==> src/rtl/viterbi_acs_unit.sv <==
// Viterbi add-compare-select unit: one trellis step per accepted hard-decision symbol pair.
// Latency: 1 cycle from accept to the registered result (dec, metrics, best state).
// Backpressure: in_ready = !out_valid || out_ready; the result holds while out_ready is low.

module viterbi_acs_unit #(
  parameter int            K    = 3,
  parameter logic [K-1:0]  G0   = 3'b111,
  parameter logic [K-1:0]  G1   = 3'b101,
  parameter int            PM_W = 6
) (
  input  logic                          clk,
  input  logic                          rst,
  input  logic                          refresh,
  input  logic                          in_valid,
  output logic                          in_ready,
  input  logic [1:0]                    in_pair,
  input  logic                          in_last,
  output logic                          out_valid,
  input  logic                          out_ready,
  output logic [(1<<(K-1))-1:0]         dec,
  output logic [(1<<(K-1))*PM_W-1:0]    pm_flat,
  output logic [K-2:0]                  best_state,
  output logic [PM_W-1:0]               best_metric,
  output logic                          warm,
  output logic                          out_last
);

  localparam int              NS      = 1 << (K - 1);
  localparam int              SW      = K - 1;
  localparam int              CW      = $clog2(K);
  localparam logic [PM_W-1:0] PM_MAX  = {PM_W{1'b1}};
  localparam logic [CW-1:0]   CNT_MAX = CW'(K - 1);

  // Hamming distance between the received pair and the code bits of transition (s, u).
  function automatic logic [1:0] branch_metric(input logic [SW-1:0] s, input logic u,
                                               input logic [1:0] pair);
    logic [K-1:0] r;
    logic         c0;
    logic         c1;
    r  = {u, s};
    c0 = ^(r & G0);
    c1 = ^(r & G1);
    return {1'b0, pair[1] ^ c0} + {1'b0, pair[0] ^ c1};
  endfunction

  // Saturating add; an unreachable (PM_MAX) predecessor stays unreachable.
  function automatic logic [PM_W-1:0] sat_add(input logic [PM_W-1:0] pm, input logic [1:0] bm);
    logic [PM_W:0] sum;
    sum = {1'b0, pm} + {{(PM_W-1){1'b0}}, bm};
    if (pm == PM_MAX || sum > {1'b0, PM_MAX}) return PM_MAX;
    return sum[PM_W-1:0];
  endfunction

  // Predecessor of next-state ns whose oldest bit is b.
  function automatic logic [SW-1:0] pred(input logic [SW-1:0] ns, input logic b);
    return {ns[SW-2:0], b};
  endfunction

  logic [PM_W-1:0] pm_q [NS];
  logic [PM_W-1:0] pm_d [NS];
  logic [PM_W-1:0] src_pm [NS];
  logic [PM_W-1:0] cand0 [NS];
  logic [PM_W-1:0] cand1 [NS];
  logic [PM_W-1:0] sel_pm [NS];
  logic [PM_W-1:0] norm_pm [NS];
  logic [NS-1:0]   dec_c;
  logic [PM_W-1:0] min_pm;
  logic [SW-1:0]   min_idx;

  logic            restart_q, restart_d;
  logic            out_valid_q, out_valid_d;
  logic [NS-1:0]   dec_q, dec_d;
  logic [SW-1:0]   best_state_q, best_state_d;
  logic [PM_W-1:0] best_metric_q, best_metric_d;
  logic            warm_q, warm_d;
  logic            out_last_q, out_last_d;
  logic [CW-1:0]   cnt_q, cnt_d, cnt_inc;
  logic            accept;

  assign in_ready = !out_valid_q || out_ready;
  assign accept   = in_valid && in_ready;

  // Trellis step: source metrics (initial after a frame end), add-compare-select, min search, normalise.
  always_comb begin
    dec_c   = '0;
    min_pm  = '0;
    min_idx = '0;
    for (int s = 0; s < NS; s++) begin
      src_pm[s] = restart_q ? ((s == 0) ? '0 : PM_MAX) : pm_q[s];
    end
    for (int n = 0; n < NS; n++) begin
      cand0[n]  = sat_add(src_pm[pred(SW'(n), 1'b0)],
                          branch_metric(pred(SW'(n), 1'b0), n[SW-1], in_pair));
      cand1[n]  = sat_add(src_pm[pred(SW'(n), 1'b1)],
                          branch_metric(pred(SW'(n), 1'b1), n[SW-1], in_pair));
      dec_c[n]  = cand1[n] < cand0[n];
      sel_pm[n] = dec_c[n] ? cand1[n] : cand0[n];
    end
    min_pm = sel_pm[0];
    for (int n = 1; n < NS; n++) begin
      if (sel_pm[n] < min_pm) begin
        min_pm  = sel_pm[n];
        min_idx = SW'(n);
      end
    end
    for (int n = 0; n < NS; n++) begin
      norm_pm[n] = (sel_pm[n] == PM_MAX) ? PM_MAX : sel_pm[n] - min_pm;
    end
  end

  // Next state: refresh beats accept; an accepted in_last makes the next symbol start from initial metrics.
  always_comb begin
    cnt_inc       = (cnt_q == CNT_MAX) ? cnt_q : cnt_q + CW'(1);
    pm_d          = pm_q;
    restart_d     = restart_q;
    out_valid_d   = out_valid_q;
    dec_d         = dec_q;
    best_state_d  = best_state_q;
    best_metric_d = best_metric_q;
    warm_d        = warm_q;
    out_last_d    = out_last_q;
    cnt_d         = cnt_q;
    if (refresh) begin
      for (int s = 0; s < NS; s++) pm_d[s] = (s == 0) ? '0 : PM_MAX;
      restart_d     = 1'b0;
      out_valid_d   = 1'b0;
      dec_d         = '0;
      best_state_d  = '0;
      best_metric_d = '0;
      warm_d        = 1'b0;
      out_last_d    = 1'b0;
      cnt_d         = '0;
    end else if (accept) begin
      pm_d          = norm_pm;
      restart_d     = in_last;
      out_valid_d   = 1'b1;
      dec_d         = dec_c;
      best_state_d  = min_idx;
      best_metric_d = min_pm;
      warm_d        = (cnt_inc == CNT_MAX);
      out_last_d    = in_last;
      cnt_d         = in_last ? '0 : cnt_inc;
    end else if (out_ready) begin
      out_valid_d   = 1'b0;
    end
  end

  // State registers with asynchronous reset to the initial trellis state.
  always_ff @(posedge clk or posedge rst) begin
    if (rst) begin
      for (int s = 0; s < NS; s++) pm_q[s] <= (s == 0) ? '0 : PM_MAX;
      restart_q     <= 1'b0;
      out_valid_q   <= 1'b0;
      dec_q         <= '0;
      best_state_q  <= '0;
      best_metric_q <= '0;
      warm_q        <= 1'b0;
      out_last_q    <= 1'b0;
      cnt_q         <= '0;
    end else begin
      pm_q          <= pm_d;
      restart_q     <= restart_d;
      out_valid_q   <= out_valid_d;
      dec_q         <= dec_d;
      best_state_q  <= best_state_d;
      best_metric_q <= best_metric_d;
      warm_q        <= warm_d;
      out_last_q    <= out_last_d;
      cnt_q         <= cnt_d;
    end
  end

  for (genvar g = 0; g < NS; g++) begin : g_flat
    assign pm_flat[g*PM_W +: PM_W] = pm_q[g];
  end

  assign out_valid   = out_valid_q;
  assign dec         = dec_q;
  assign best_state  = best_state_q;
  assign best_metric = best_metric_q;
  assign warm        = warm_q;
  assign out_last    = out_last_q;

endmodule

==> config.mk <==
export PLATFORM = sky130hd
export DESIGN_NAME = viterbi_acs_unit
export DESIGN_NICKNAME = d
export VERILOG_FILES = /design/src/rtl/viterbi_acs_unit.sv
export SDC_FILE = /design/constraint.sdc
export NUM_CORES = 1
export LEC_CHECK = 0
export ABC_AREA = 1
export ABC_CLOCK_PERIOD_IN_PS = 7200
export CAP_MARGIN = 40
export CORE_ASPECT_RATIO = 0.7
export CORE_MARGIN = 5
export CORE_UTILIZATION = 45
export CTS_CLUSTER_DIAMETER = 80
export DETAILED_ROUTE_END_ITERATION = 16
export GPL_TIMING_DRIVEN = 0
export PLACE_DENSITY = 0.67
export SKIP_CTS_REPAIR_TIMING = 1
export SLEW_MARGIN = 20
export SYNTH_ARGS = -nofsm -noshare
export SYNTH_HDL_FRONTEND = slang
export SYNTH_SLANG_ARGS = --single-unit
==> constraint.sdc <==
create_clock -name clk -period 7.2 [get_ports clk]
set_input_delay 0.72 -clock clk [delete_from_list [all_inputs] [get_ports clk]]
set_output_delay 0.72 -clock clk [all_outputs]
set_load 0.02 [all_outputs]
==> results.json <==
{
  "row_count": 34,
  "post-route-min-period_ps": 7490,
  "chipHeight_um": 105,
  "vias": 6688,
  "postRouteAntennaNets": 0,
  "cts_tree": "yes",
  "path_buf_inv": 11,
  "cp_data_required_time_ps": 7440,
  "skew_ps": 6.30,
  "crit_type": "reg2reg",
  "worst_slew_pin_slew_ps": 929,
  "crit_family": "simple AND/OR/NAND/NOR gates",
  "hold_viol_final": 0,
  "ctsLongestPathBuffers": 2,
  "fin_ws_ps": -290,
  "io-pin-count": 48,
  "io_buffers": 47,
  "grt_antenna_before_repair": 0,
  "cts_root_buffer": "clkbuf_16",
  "fill_cells": 1066,
  "syn_area_mm2": 0.00584,
  "violations": "setup timing",
  "clk_pin_slew_worst_paths_ps": 60,
  "cts_sinks": 41,
  "drive_gt1_frac": 0.292,
  "path_max_fanout": 8,
  "wl_um": 20400,
  "rsz0062_at_grt": "yes",
  "cp_common_cell": "ha_4",
  "synth_nets": 1023,
  "grt_max_degree": 26,
  "most-common-layout-cells": "nand2_1 (228), inv_1 (152), nand3_1 (72)",
  "synth_seq_cells": 41,
  "clk_latency_ps": 300,
  "synth.avg_cell_area_um2": 6.12,
  "dpl.hpwl_um": 14600,
  "initial_core_util": 0.465,
  "synth_edf_count": 0,
  "slew_viol_final": 0,
  "die_w_um": 146,
  "final_common_cell": "nand2_1",
  "grt_pass1_wl_um": 28600,
  "place.gp.congestion": 0.965,
  "wl_per_cell_um": 16.5,
  "dp_slack_ps": -1740,
  "synth_cell_type_count": 47,
  "cap_viol_max_count": 0,
  "fmax_ghz": 0.134,
  "n_antenna_cell": 0,
  "slowest_stage": "dfrtp_2",
  "end_kind": "flop",
  "post-route-period-util": 1.04,
  "dr.pass1.iters": 5,
  "synthCells": 954,
  "setup_viol_count_final": 17,
  "cts_buffers": 5,
  "cp-start-kind": "flop",
  "slowest_delay_ps": 510,
  "first_iter_violations": 701,
  "synth-main-ff-cell": "dfrtp_1",
  "core_area_mm2": 0.0125,
  "crit_arrival_ps": 7730,
  "outcome": "finished with violations",
  "grt_pass1_vias": 5551,
  "syn_to_final_growth_pct": 40.2,
  "async_flop_share": 1.00,
  "overflow": 0,
  "drt-vias-per-instance": 5.40,
  "htreeDepth": 2,
  "synth-seq-area-share": 0.180,
  "grt_usage": 0.228,
  "dieArea_mm2": 0.0154,
  "min_path_type": "reg2reg",
  "drc_errors": 0,
  "nNetsFinal": 1145,
  "ys_warn_count": 0,
  "slew_headroom": 0.377
}
final cells by class:
cell class                      count  area (µm²)  area share
Buffer                             10         104      0.0127
Clock buffer                        5         125      0.0153
Clock inverter                      3        41.3     0.00505
Inverter                          188         736      0.0899
Multi-Input combinational cell    714        4900       0.599
Sequential cell                    41        1050       0.128
Tap cell                          162         203      0.0248
Timing Repair Buffer              116        1020       0.125
per-stage QoR:
step / utilization / cell area, µm² / TNS (ps) / std cells / hold WS, ps
after detailed placement: 0.529 / 6640 / -43090 / 1165 / 481
after global placement: 0.527 / 6610 / -40210 / 1163 / 475
after floorplan: - / 5940 / 0 / 954 / 490
final: 0.652 / 8180 / -3520 / 1239 / 490
after CTS: 0.542 / 6810 / -34140 / 1173 / 497
after global routing: 0.652 / 8180 / -8680 / 1239 / 519
flip-flops by register name, summed over array words and instances, names as in the netlist:
register,cells
best_metric,6
best_state,2
cnt_q,2
dec,4
out_last,1
out_valid,1
pm_flat,24
warm,1
worst register-to-register path, delay by kind of cell, from the launching register on:
kind	cells	cell delay, ps
and+or+nand+nor	24	2570
AOI/OAI and AO/OA	9	1380
adders and majority gates	7	1720
DFF	1	510
buffers and inverters	11	1250
final timing paths:
| path | endpoint | cells after the start | from | slack [ps] |
|---|---|---|---|---|
| setup / recovery | pm_flat[10] | 51 | out_last | -290 |
| hold reg to reg | warm | 2 | warm | 490 |
| max in group asynchronous | pm_flat[6] | 3 | rst | 5930 |
| min in group asynchronous | out_valid | 2 | rst | 720 |
| hold / removal | warm | 2 | warm | 490 |
| setup reg to reg | pm_flat[10] | 51 | out_last | -290 |
synth_stat cells (14+ instances only):
cell type | count | area [µm²]
nor2_1 | 68 | 255
nand3_1 | 93 | 465
ha_1 | 59 | 738
o21ai_1 | 14 | 70.1
dfstp_2 | 18 | 473
inv_1 | 179 | 672
dfrtp_1 | 23 | 576
xor2_1 | 19 | 166
nor2_2 | 14 | 87.6
nand2_2 | 15 | 93.8
o21ai_0 | 53 | 265
a21oi_1 | 27 | 135
nand2_1 | 261 | 980
cell families (layout without fill, tap and decap cells):
kind of cell	Yosys count	after routing	share of synthesized area
buffers and inverters	199	322	0.138
xor gates and xnor gates	20	20	0.0300
and+or+nand+nor	498	498	0.384
adders and majority gates	61	61	0.133
DFF	41	41	0.180
AOI/OAI and AO/OA	135	135	0.136
routing by layer:
layer  vias up  part of all wire  global-route usage
met5         -                 0                   0
met4         0             0.015              0.0322
met3        43             0.094              0.0373
met2       295              0.42               0.323
met1      3061              0.47               0.367
li1       3289                 -                   -
Power is not shown: default switching activity piles up to over one toggle a cycle in this logic, so the estimate is an artifact.
